File: src/rtl/adder_frame_accumulator.sv
// adder_frame_accumulator: sums NUM_OPS operands per frame, presents sum + sticky carry on a valid/ready handshake.
// Define ADDER_ACC_SATURATE_EN to clamp the accumulator to all ones on carry instead of wrapping.
module adder_frame_accumulator #(
  parameter int WIDTH   = 4,
  parameter int NUM_OPS = 4
) (
  input  logic             clk,
  input  logic             rst,
  input  logic             in_valid,
  output logic             in_ready,
  input  logic [WIDTH-1:0] in_data,
  output logic             out_valid,
  input  logic             out_ready,
  output logic [WIDTH-1:0] out_sum,
  output logic             out_cout,
  output logic             busy
);
  localparam int CW = $clog2(NUM_OPS) + 1;
  typedef enum logic {ACCUM, HOLD} state_t;
  state_t           r_state, w_state_nxt;
  logic [WIDTH-1:0] r_acc, w_acc_nxt, w_s, w_sum;
  logic [CW-1:0]    r_cnt, w_cnt_nxt;
  logic             r_cflag, w_cflag_nxt, w_c, w_accept, w_take;
  assign {w_c, w_s} = {1'b0, r_acc} + {1'b0, in_data};
`ifdef ADDER_ACC_SATURATE_EN
  assign w_sum = w_c ? {WIDTH{1'b1}} : w_s;
`else
  assign w_sum = w_s;
`endif
  assign in_ready  = (r_state == ACCUM) && !rst;
  assign out_valid = r_state == HOLD;
  assign out_sum   = r_acc;
  assign out_cout  = r_cflag;
  assign busy      = (r_cnt != '0) || (r_state == HOLD);
  assign w_accept  = in_valid && in_ready;
  assign w_take    = out_valid && out_ready;
  always_comb begin
    w_state_nxt = r_state;
    w_acc_nxt   = r_acc;
    w_cnt_nxt   = r_cnt;
    w_cflag_nxt = r_cflag;
    if (w_accept) begin
      w_acc_nxt   = w_sum;
      w_cflag_nxt = r_cflag | w_c;
      w_cnt_nxt   = r_cnt + 1'b1;
      w_state_nxt = (r_cnt == CW'(NUM_OPS - 1)) ? HOLD : ACCUM;
    end else if (w_take) begin
      w_acc_nxt   = '0;
      w_cflag_nxt = 1'b0;
      w_cnt_nxt   = '0;
      w_state_nxt = ACCUM;
    end
  end
  always_ff @(posedge clk) begin
    if (rst) begin
      r_state <= ACCUM;
      r_acc   <= '0;
      r_cnt   <= '0;
      r_cflag <= 1'b0;
    end else begin
      r_state <= w_state_nxt;
      r_acc   <= w_acc_nxt;
      r_cnt   <= w_cnt_nxt;
      r_cflag <= w_cflag_nxt;
    end
  end
endmodule

File: config.mk
export PLATFORM = sky130hd
export DESIGN_NAME = adder_frame_accumulator
export DESIGN_NICKNAME = d
export VERILOG_FILES = /design/src/rtl/adder_frame_accumulator.sv
export SDC_FILE = /design/constraint.sdc
export NUM_CORES = 1
export LEC_CHECK = 0
export CAP_MARGIN = 20
export CORE_AREA = 3 3 40 42
export DETAILED_ROUTE_END_ITERATION = 10
export DIE_AREA = 0 0 43 45
export GPL_ROUTABILITY_DRIVEN = 0
export PLACE_DENSITY_LB_ADDON = 0.05
export REMOVE_ABC_BUFFERS = 1
export SLEW_MARGIN = 20
export SYNTH_ARGS = -nofsm -noshare
export SYNTH_HDL_FRONTEND = slang
export SYNTH_SLANG_ARGS = --single-unit
File: constraint.sdc
create_clock -name clk -period 2 [get_ports clk]
set_clock_uncertainty 0.1 [all_clocks]
set_input_delay 0.5 -clock clk [delete_from_list [all_inputs] [get_ports clk]]
set_output_delay 0.5 -clock clk [all_outputs]
set_load 0.02 [all_outputs]
Word level (Yosys, flattened, before mapping):

Index checks and enable logic that the tools add are counted.
Widths: inputs -> output; s select.

* flip-flop bits (word level): 9
* output and inout bits: 8
* word-level logic and storage cells: 24

* add/subtract/negate cells: 2
* equality and inequality tests: 1
* mux-type cells: 8
* bitwise logic cells: 2
* reduce and logical (&&, ||, !) cells: 7

Operators with widths (number)
* $mux 4: 2
* $mux 3: 2
* $add 4x4->5: 1
* $mux 1: 4
* $add 3x1->3 const B: 1
* $eq 3x2->1 const B: 1
* $logic_and 1x1->1: 3
* $reduce_bool 3->1: 1
* $reduce_bool 2->1: 1
* $logic_not 1->1: 1
* $logic_or 1x1->1: 1
* $not 1->1: 1
* $or 1x1->1: 1

Logic depth before layout (Yosys ltp):

Gate-level depths: netlist (run 1).

* word-level depth: 4
* depth in mapped cells: 6
* depth with buffers taken out: 6

Worst setup path after synthesis (run 1):

Ideal clock, no wire load.

* path type: flip-flop to flip-flop
* start point: register r_acc[0] (netlist: out_sum[0])
* end point: register r_acc[2] (netlist: out_sum[2])
* library setup time: 117 ps
* arrival time: 1408 ps
* required time: 1783 ps
* setup slack: 374 ps
* cell stages (with the launch flop): 6
* buffers on the path: 0
* period minus slack after synthesis: 1626 ps
* cells stage by stage: dfxtp_1 ha_1 inv_1 fa_1 nand2b_1 a32o_1

* word-level cells in the longest chain between the ends: 2

Ends and longest elaborated chain
* start, declared: line 21 `logic [WIDTH-1:0] r_acc, w_acc_nxt, w_s, w_sum;`
* start signal, assigned: line 62 `r_acc <= w_acc_nxt;`
* $add 4x4->5: line 24 `assign {w_c, w_s} = {1'b0, r_acc} + {1'b0, in_data};`
* $mux 4: line 42 `if (w_accept) begin`

Every way passes these cells.
A chain may end at the register's enable or synchronous reset.

Final worst setup path (run 1):

* start point: input rst
* end point: output in_ready

* word-level cells in the longest chain between the ends: 2

Ends and longest elaborated chain
* start, declared: line 8 `input logic rst,`
* $logic_not 1->1: line 30 `assign in_ready = (r_state == ACCUM) && !rst;`
* $logic_and 1x1->1: line 30
* end, declared: line 10 `output logic in_ready,`

Every way passes these cells.

==> results of run 1 <==
[per-stage QoR]
stage / instances / setup TNS [ns]
after global routing: 92 / 0
after floorplan: 52 / 0
after CTS: 92 / 0
final: 92 / 0
after detailed placement: 88 / -0.653
after global placement: 88 / -0.571
[synthesized netlist by cell type, drive strengths merged]
cell / count / area (sq um)
a211o: 1 / 8.76
a211oi: 2 / 25.0
a21oi: 4 / 20.0
a22o: 2 / 17.5
a32o: 1 / 10.0
and4: 1 / 8.76
dfxtp: 9 / 180
fa: 1 / 20.0
ha: 7 / 87.6
inv: 6 / 22.5
mux2: 1 / 11.3
nand2: 1 / 3.75
nand2b: 3 / 18.8
nand3: 1 / 5.00
nor2: 4 / 15.0
nor2b: 2 / 15.0
nor3b: 1 / 12.5
o21a: 1 / 7.51
o21ai: 1 / 5.00
o2bb2ai: 2 / 17.5
or3b: 1 / 8.76
[final cells by class]
cell class | count | share of cell area
multi-input cells | 37 | 0.418
repair buffers | 21 | 0.254
flip-flops and latches | 9 | 0.237
clock buffers | 3 | 0.0297
inverters | 6 | 0.0297
well taps | 15 | 0.0247
clock inverters | 1 | 0.00659
[power by group]
part | internal (mW) | switching (mW)
sequential | 0.194 | 0.0108
clock | 0.0738 | 0.0655
combinational | 0.0714 | 0.0629
total | 0.339 | 0.139
[cell families (layout without fill, tap and decap cells)]
logic type | after synthesis | in the layout | share of synthesized area
adders and majority gates | 8 | 8 | 0.207
and+or+nand+nor | 14 | 14 | 0.168
muxes | 1 | 1 | 0.0216
AOI/OAI and AO/OA | 14 | 14 | 0.214
buffers and inverters | 6 | 31 | 0.0433
DFF | 9 | 9 | 0.346
[routing by layer]
metal  track usage  vias up  wire length (um)
met2         0.150       12               443
met1         0.169      205               509
met3        0.0637        0                77
met5             0        -                 0
met4        0.0361        0                 0
li1              -      237                 -
[final timing paths]
check / startpoint / to / slack (ns) / cells past startpoint
min: r_cnt[2]$_SDFFE_PP0P_ / r_cnt[2]$_SDFFE_PP0P_ / 0.38 / 1
min reg2reg: r_cnt[2]$_SDFFE_PP0P_ / r_cnt[2]$_SDFFE_PP0P_ / 0.38 / 1
max: rst / in_ready / 0.07 / 3
max reg2reg: out_sum[0]$_SDFFE_PP0P_ / out_sum[2]$_SDFFE_PP0P_ / 0.41 / 5
[registers in the layout, summed over array words and instances, names as in the netlist]
name and count:
r_cnt 3, out_valid 1, out_sum 4, out_cout 1
[worst max-delay path, cell delays in order]
cell and delay, ns:
clkdlybuf4s50_1 0.41, nor2_1 0.08, dlygate4sd2_1 0.33
[what timing repair did]
item / in CTS / in global routing
setup buffers: 0 / 0
resized for setup: 2 / 0
hold endpoints to repair: 0 / 0
setup endpoints to repair: 2 / 0
==> summary.txt, run 1 <==
POWER AND IR DROP
---------------------------------------------------------------------------------
Worst IR Drop VDD                                                        0.433 mV
Power per unit of standard cell area                                  630 nW/um^2
Tot Pwr                                                                  0.478 mW
Static Leakage                                                           0.330 nW

CLOCKING
---------------------------------------------------------------------------------
Number of sinks on the clock net                                                9
Clock buffer depth                                                              2
Total clock buffers created by CTS                                              3
Clock transition at the registers of the reported paths                   0.06 ns
Hold-fix buffers at CTS                                                         0
Clock tree from TritonCTS                                                     yes
Source-to-sink clock delay at the later pin of the worst-skew pair        0.26 ns
Clock root buffer master                                                 clkbuf_4
Number of levels the H-tree was split into                                      1

FLOORPLANNING
---------------------------------------------------------------------------------
I/O pin total                                                                  16
Initial standard-cell utilization of the core                               0.405
Cell Rows                                                                      13
Area of the core region                                                1280 sq um
Die area                                                               1940 sq um
Die Y-Extent                                                                45 um
Die extent in x                                                             43 um

WORST HOLD PATH
---------------------------------------------------------------------------------
Type of the most critical hold path                                       reg2reg

SETUP PATH
---------------------------------------------------------------------------------
Critical path peak fanout                                                       2
Launching element type of the critical path                             input pin
Data arrival at the endpoint of the critical path                         1.33 ns
Worst setup EP type                                                  primary output
Category of the critical setup timing path                                 in2out
Required arrival time at the worst endpoint                               1.40 ns

ROUTE
---------------------------------------------------------------------------------
Vias after detailed routing                                                   454
Routed wire length                                                        1030 um
WL per Instance                                                           11.2 um
Initial detailed-routing violation count                                        7
Detailed Routing Iterations Pass 1                                              3
Number of nets with antenna violations after detailed routing                   0
DRC                                                                             0
Vias/cell                                                                    4.93

PLACEMENT
---------------------------------------------------------------------------------
Worst Setup Slack post-DPL                                              -0.213 ns
Detailed-placement wirelength estimate                                     807 um
DP Area                                                                 734 sq um
Port Buffers                                                                   15

GLOBAL ROUTE
---------------------------------------------------------------------------------
Maximum number of pins on one net before global-route repair                    8
Antenna violations before repair                                                0
Wire length of the first global-routing pass                              1660 um
Total global routing overflow                                                   0
Via count of the first global-routing pass                                    377
Overall routing resource usage                                              0.118

YOSYS
---------------------------------------------------------------------------------
Synthesized area per cell                                              10.0 sq um
Synth Warn #                                                                    0
Synthesized area                                                        520 sq um
Post-synthesis cell type count                                                 22
Post-Synthesis Cells                                                           52
Register bit count reported by yosys                                            9
Share of synthesized area occupied by flip-flops and latches                0.346

STA
---------------------------------------------------------------------------------
Worst-case headroom to the max-slew limit                                   0.850
Final hold viol count                                                           0
Fin. max-slew vios                                                              0
Time the worst path needs with I/O delays and setup                       1.93 ns
Setup repair after global routing missed its margin                         false
Period utilization                                                          0.964
Upper clock frequency limit                                               519 MHz
Final setup violation count                                                     0
Worst-case setup margin in the final layout                             0.0723 ns
Hold slack                                                               0.384 ns
Slew at the pin with the worst max-slew slack                            0.224 ns

CELLS AND AREA
---------------------------------------------------------------------------------
Design Area, Final                                                      759 sq um
Multi-input gate area                                                   318 sq um
Sequential cell area in the final layout                                180 sq um
Final design utilization                                                    0.591
Leading cell type in the layout, fill and taps excluded              clkdlybuf4s50_1
Nets                                                                           94
FILL cells                                                                    125
Synthesis-to-finish area growth                                             45.9%
Share of layout cells above drive strength 1                                0.182
Number of inserted diodes                                                       0
Commonest cells after routing, fill and taps aside                   13 x clkdlybuf4s50_1, 9 x dfxtp_1, 7 x ha_1, 6 x inv_1, 6 x buf_4

OUTCOME
---------------------------------------------------------------------------------
Result of the run                                                    finished, final reports clean

FLOW RUN
---------------------------------------------------------------------------------
# Max-Cap Violations                                                            0

Note: power is estimated with default switching activity, not from simulation.
==> inputs of run 2 (changes only) <==
PLACE_DENSITY = 0.69   (was not set)
PLACE_DENSITY_LB_ADDON = not set   (was 0.05)
==> summary.txt, run 2 (same netlist as run 1, synthesis figures left out) <==
SETUP PATH
---------------------------------------------------------------------------------
Bufs and invs on worst path                                                     2   unchanged
Worst reg-to-reg setup slack                                              0.43 ns   +0.02 ns
Critical register-to-register path startpoint                        out_sum[0]$_SDFFE_PP0P_
Data arrival at the endpoint of the critical path                         1.34 ns   about the same
Critical path peak fanout                                                       2   unchanged
Launching element type of the critical path                             input pin
Required arrival time at the worst endpoint                               1.40 ns   about the same
Category of the critical setup timing path                                 in2out
CP max stage cell                                                    clkdlybuf4s50_1
Kind of cell adding the most delay to the critical path              buffers and inverters
Slowest cell delay on critical path                                       0.42 ns   about the same
Worst setup EP type                                                  primary output
Critical-path cell list                                              clkdlybuf4s50_1, nor2_1, dlygate4sd2_1
Logic depth of the worst register-to-register path                              5   unchanged
RR Endpoint                                                          out_sum[2]$_SDFFE_PP0P_

GLOBAL ROUTE
---------------------------------------------------------------------------------
Total global routing overflow                                                   0   unchanged
Wire length of the first global-routing pass                              1590 um   -4.2%
Overall routing resource usage                                              0.115   -0.00335
Via count of the first global-routing pass                                    392   +4.0%
Antenna violations before repair                                                0   unchanged
Maximum number of pins on one net before global-route repair                    8   unchanged

CELLS AND AREA
---------------------------------------------------------------------------------
Commonest cells after routing, fill and taps aside                   13 x clkdlybuf4s50_1, 9 x dfxtp_1, 8 x buf_4, 7 x ha_1, 6 x inv_1
Nets                                                                           96   +2.1%
Largest register FFs                                                            4   unchanged
Sequential cell area in the final layout                                180 sq um   unchanged
Multi-input gate area                                                   318 sq um   unchanged
Leading cell type in the layout, fill and taps excluded              clkdlybuf4s50_1
Number of inserted diodes                                                       0   unchanged
FILL cells                                                                    124   -0.80%
Synthesis-to-finish area growth                                             48.6%
Share of layout cells above drive strength 1                                0.190   +0.00806

STA
---------------------------------------------------------------------------------
Time the worst path needs with I/O delays and setup                       1.94 ns   +0.0121 ns
Setup repair after global routing missed its margin                         false
Hold slack                                                               0.390 ns   +0.00535 ns
Final setup violation count                                                     0   unchanged
Fin. max-slew vios                                                              0   unchanged
Worst-case headroom to the max-slew limit                                   0.838   -0.0115
Final hold viol count                                                           0   unchanged
Upper clock frequency limit                                               516 MHz   -0.62%
Period utilization                                                          0.970   +0.00603
Slew at the pin with the worst max-slew slack                            0.242 ns   +0.0172 ns
Worst-case setup margin in the final layout                             0.0602 ns   -0.0121 ns

FLOORPLANNING
---------------------------------------------------------------------------------
Die extent in x                                                             43 um   unchanged
Area of the core region                                                1280 sq um   unchanged
Die area                                                               1940 sq um   unchanged
Cell Rows                                                                      13   unchanged
Initial standard-cell utilization of the core                               0.405   unchanged
I/O pin total                                                                  16   unchanged
Die Y-Extent                                                                45 um   unchanged

POWER AND IR DROP
---------------------------------------------------------------------------------
Sw Ratio                                                                    0.289   -0.00200
Combinational share of power                                                0.285   +0.004
Internal power component                                                 0.347 mW   +2.2%
Static Leakage                                                           0.337 nW   +2.2%
Part of the total power dissipated in sequential elements                   0.421   -0.007
Total net switching power                                                0.141 mW   +1.2%
Clock Power Share                                                           0.294   +0.003
Power per unit of standard cell area                                  630 nW/um^2   +0.11%
Worst IR Drop VDD                                                        0.488 mV   +13%

WORST HOLD PATH
---------------------------------------------------------------------------------
Worst hold stages                                                               1   unchanged
Capture endpoint of the worst hold path                              r_cnt[2]$_SDFFE_PP0P_
Type of the most critical hold path                                       reg2reg
Hold path startpoint                                                 r_cnt[2]$_SDFFE_PP0P_

CLOCKING
---------------------------------------------------------------------------------
Total clock buffers created by CTS                                              3   unchanged
Clock tree from TritonCTS                                                     yes
Clock transition at the registers of the reported paths                   0.06 ns   about the same
Number of levels the H-tree was split into                                      1   unchanged
Hold-fix buffers at CTS                                                         0   unchanged
Clock buffer depth                                                              2   unchanged
Total setup buffers inserted after CTS                                          0   unchanged
Post-CTS sizing                                                                 2   unchanged
Clock root buffer master                                                 clkbuf_4
Number of sinks on the clock net                                                9   unchanged
Source-to-sink clock delay at the later pin of the worst-skew pair        0.27 ns   about the same

ROUTE
---------------------------------------------------------------------------------
Length of routed met2 wiring                                               435 um   -1.8%
Number of nets with antenna violations after detailed routing                   0   unchanged
Highest metal layer with signal wires                                        met4
Detailed Routing Iterations Pass 1                                              4   +1
DRC                                                                             0   unchanged
Initial detailed-routing violation count                                        2   -5
Total routed wire length on the met1 layer                                 499 um   -2.0%
WL per Instance                                                           10.8 um   -3.4%
Vias/cell                                                                    4.88   -1.0%
Vias after detailed routing                                                   459   +1.1%
Routed wire length                                                        1020 um   -1.3%
Met3 Wirelength                                                             65 um   -16%

FLOW RUN
---------------------------------------------------------------------------------
# Max-Cap Violations                                                            0   unchanged

PLACEMENT
---------------------------------------------------------------------------------
Detailed-placement wirelength estimate                                     806 um   about the same
Worst Setup Slack post-DPL                                              -0.221 ns   -0.00778 ns
Port Buffers                                                                   15   unchanged

OUTCOME
---------------------------------------------------------------------------------
Result of the run                                                    finished, final reports clean

## run 2: how the worst max path moves through the flow
stage,startpoint,endpoint,cells past startpoint,slack [ns]
3_5_place_dp,rst,in_ready,3,-0.22
6_report,rst,in_ready,3,0.06
3_3_place_gp,rst,in_ready,3,-0.22
4_1_cts,rst,in_ready,3,0.05
2_1_floorplan,out_sum[0]$_SDFFE_PP0P_,out_sum[2]$_SDFFE_PP0P_,5,0.37
5_1_grt,rst,in_ready,3,0.008
## run 2: final cells by class
type,instances,area share
repair buffers,23,0.269
clock buffers,4,0.0340
well taps,15,0.0243
multi-input cells,37,0.411
flip-flops and latches,9,0.233
inverters,6,0.0291
## run 2: per-layer routing
layer,track usage,up-vias
li1,-,241
met4,0.0542,0
met2,0.162,10
met5,0,-
met3,0.0598,2
met1,0.145,206
## run 2: power by group through the flow
stage | Combinational, mW | Clock (mW) | Sequential, mW
3_3_place_gp | 0.141 | 0 | 0.209
5_1_grt | 0.153 | 0.161 | 0.207
3_5_place_dp | 0.143 | 0 | 0.209
4_1_cts | 0.141 | 0.149 | 0.205
2_1_floorplan | 0.0604 | 0 | 0.221
6_report | 0.139 | 0.143 | 0.205
## run 2: stage by stage
stage                     std cells  power (mW)  instance area [sq um]  setup TNS (ns)  utilization
final                            94       0.487                    773               0        0.602
after global routing             94       0.521                    773               0        0.602
after CTS                        94       0.496                    773               0        0.602
after detailed placement         90       0.353                    749          -0.625        0.583
after global placement           90       0.350                    749          -0.605        0.583
after floorplan                  52       0.281                    520               0            -
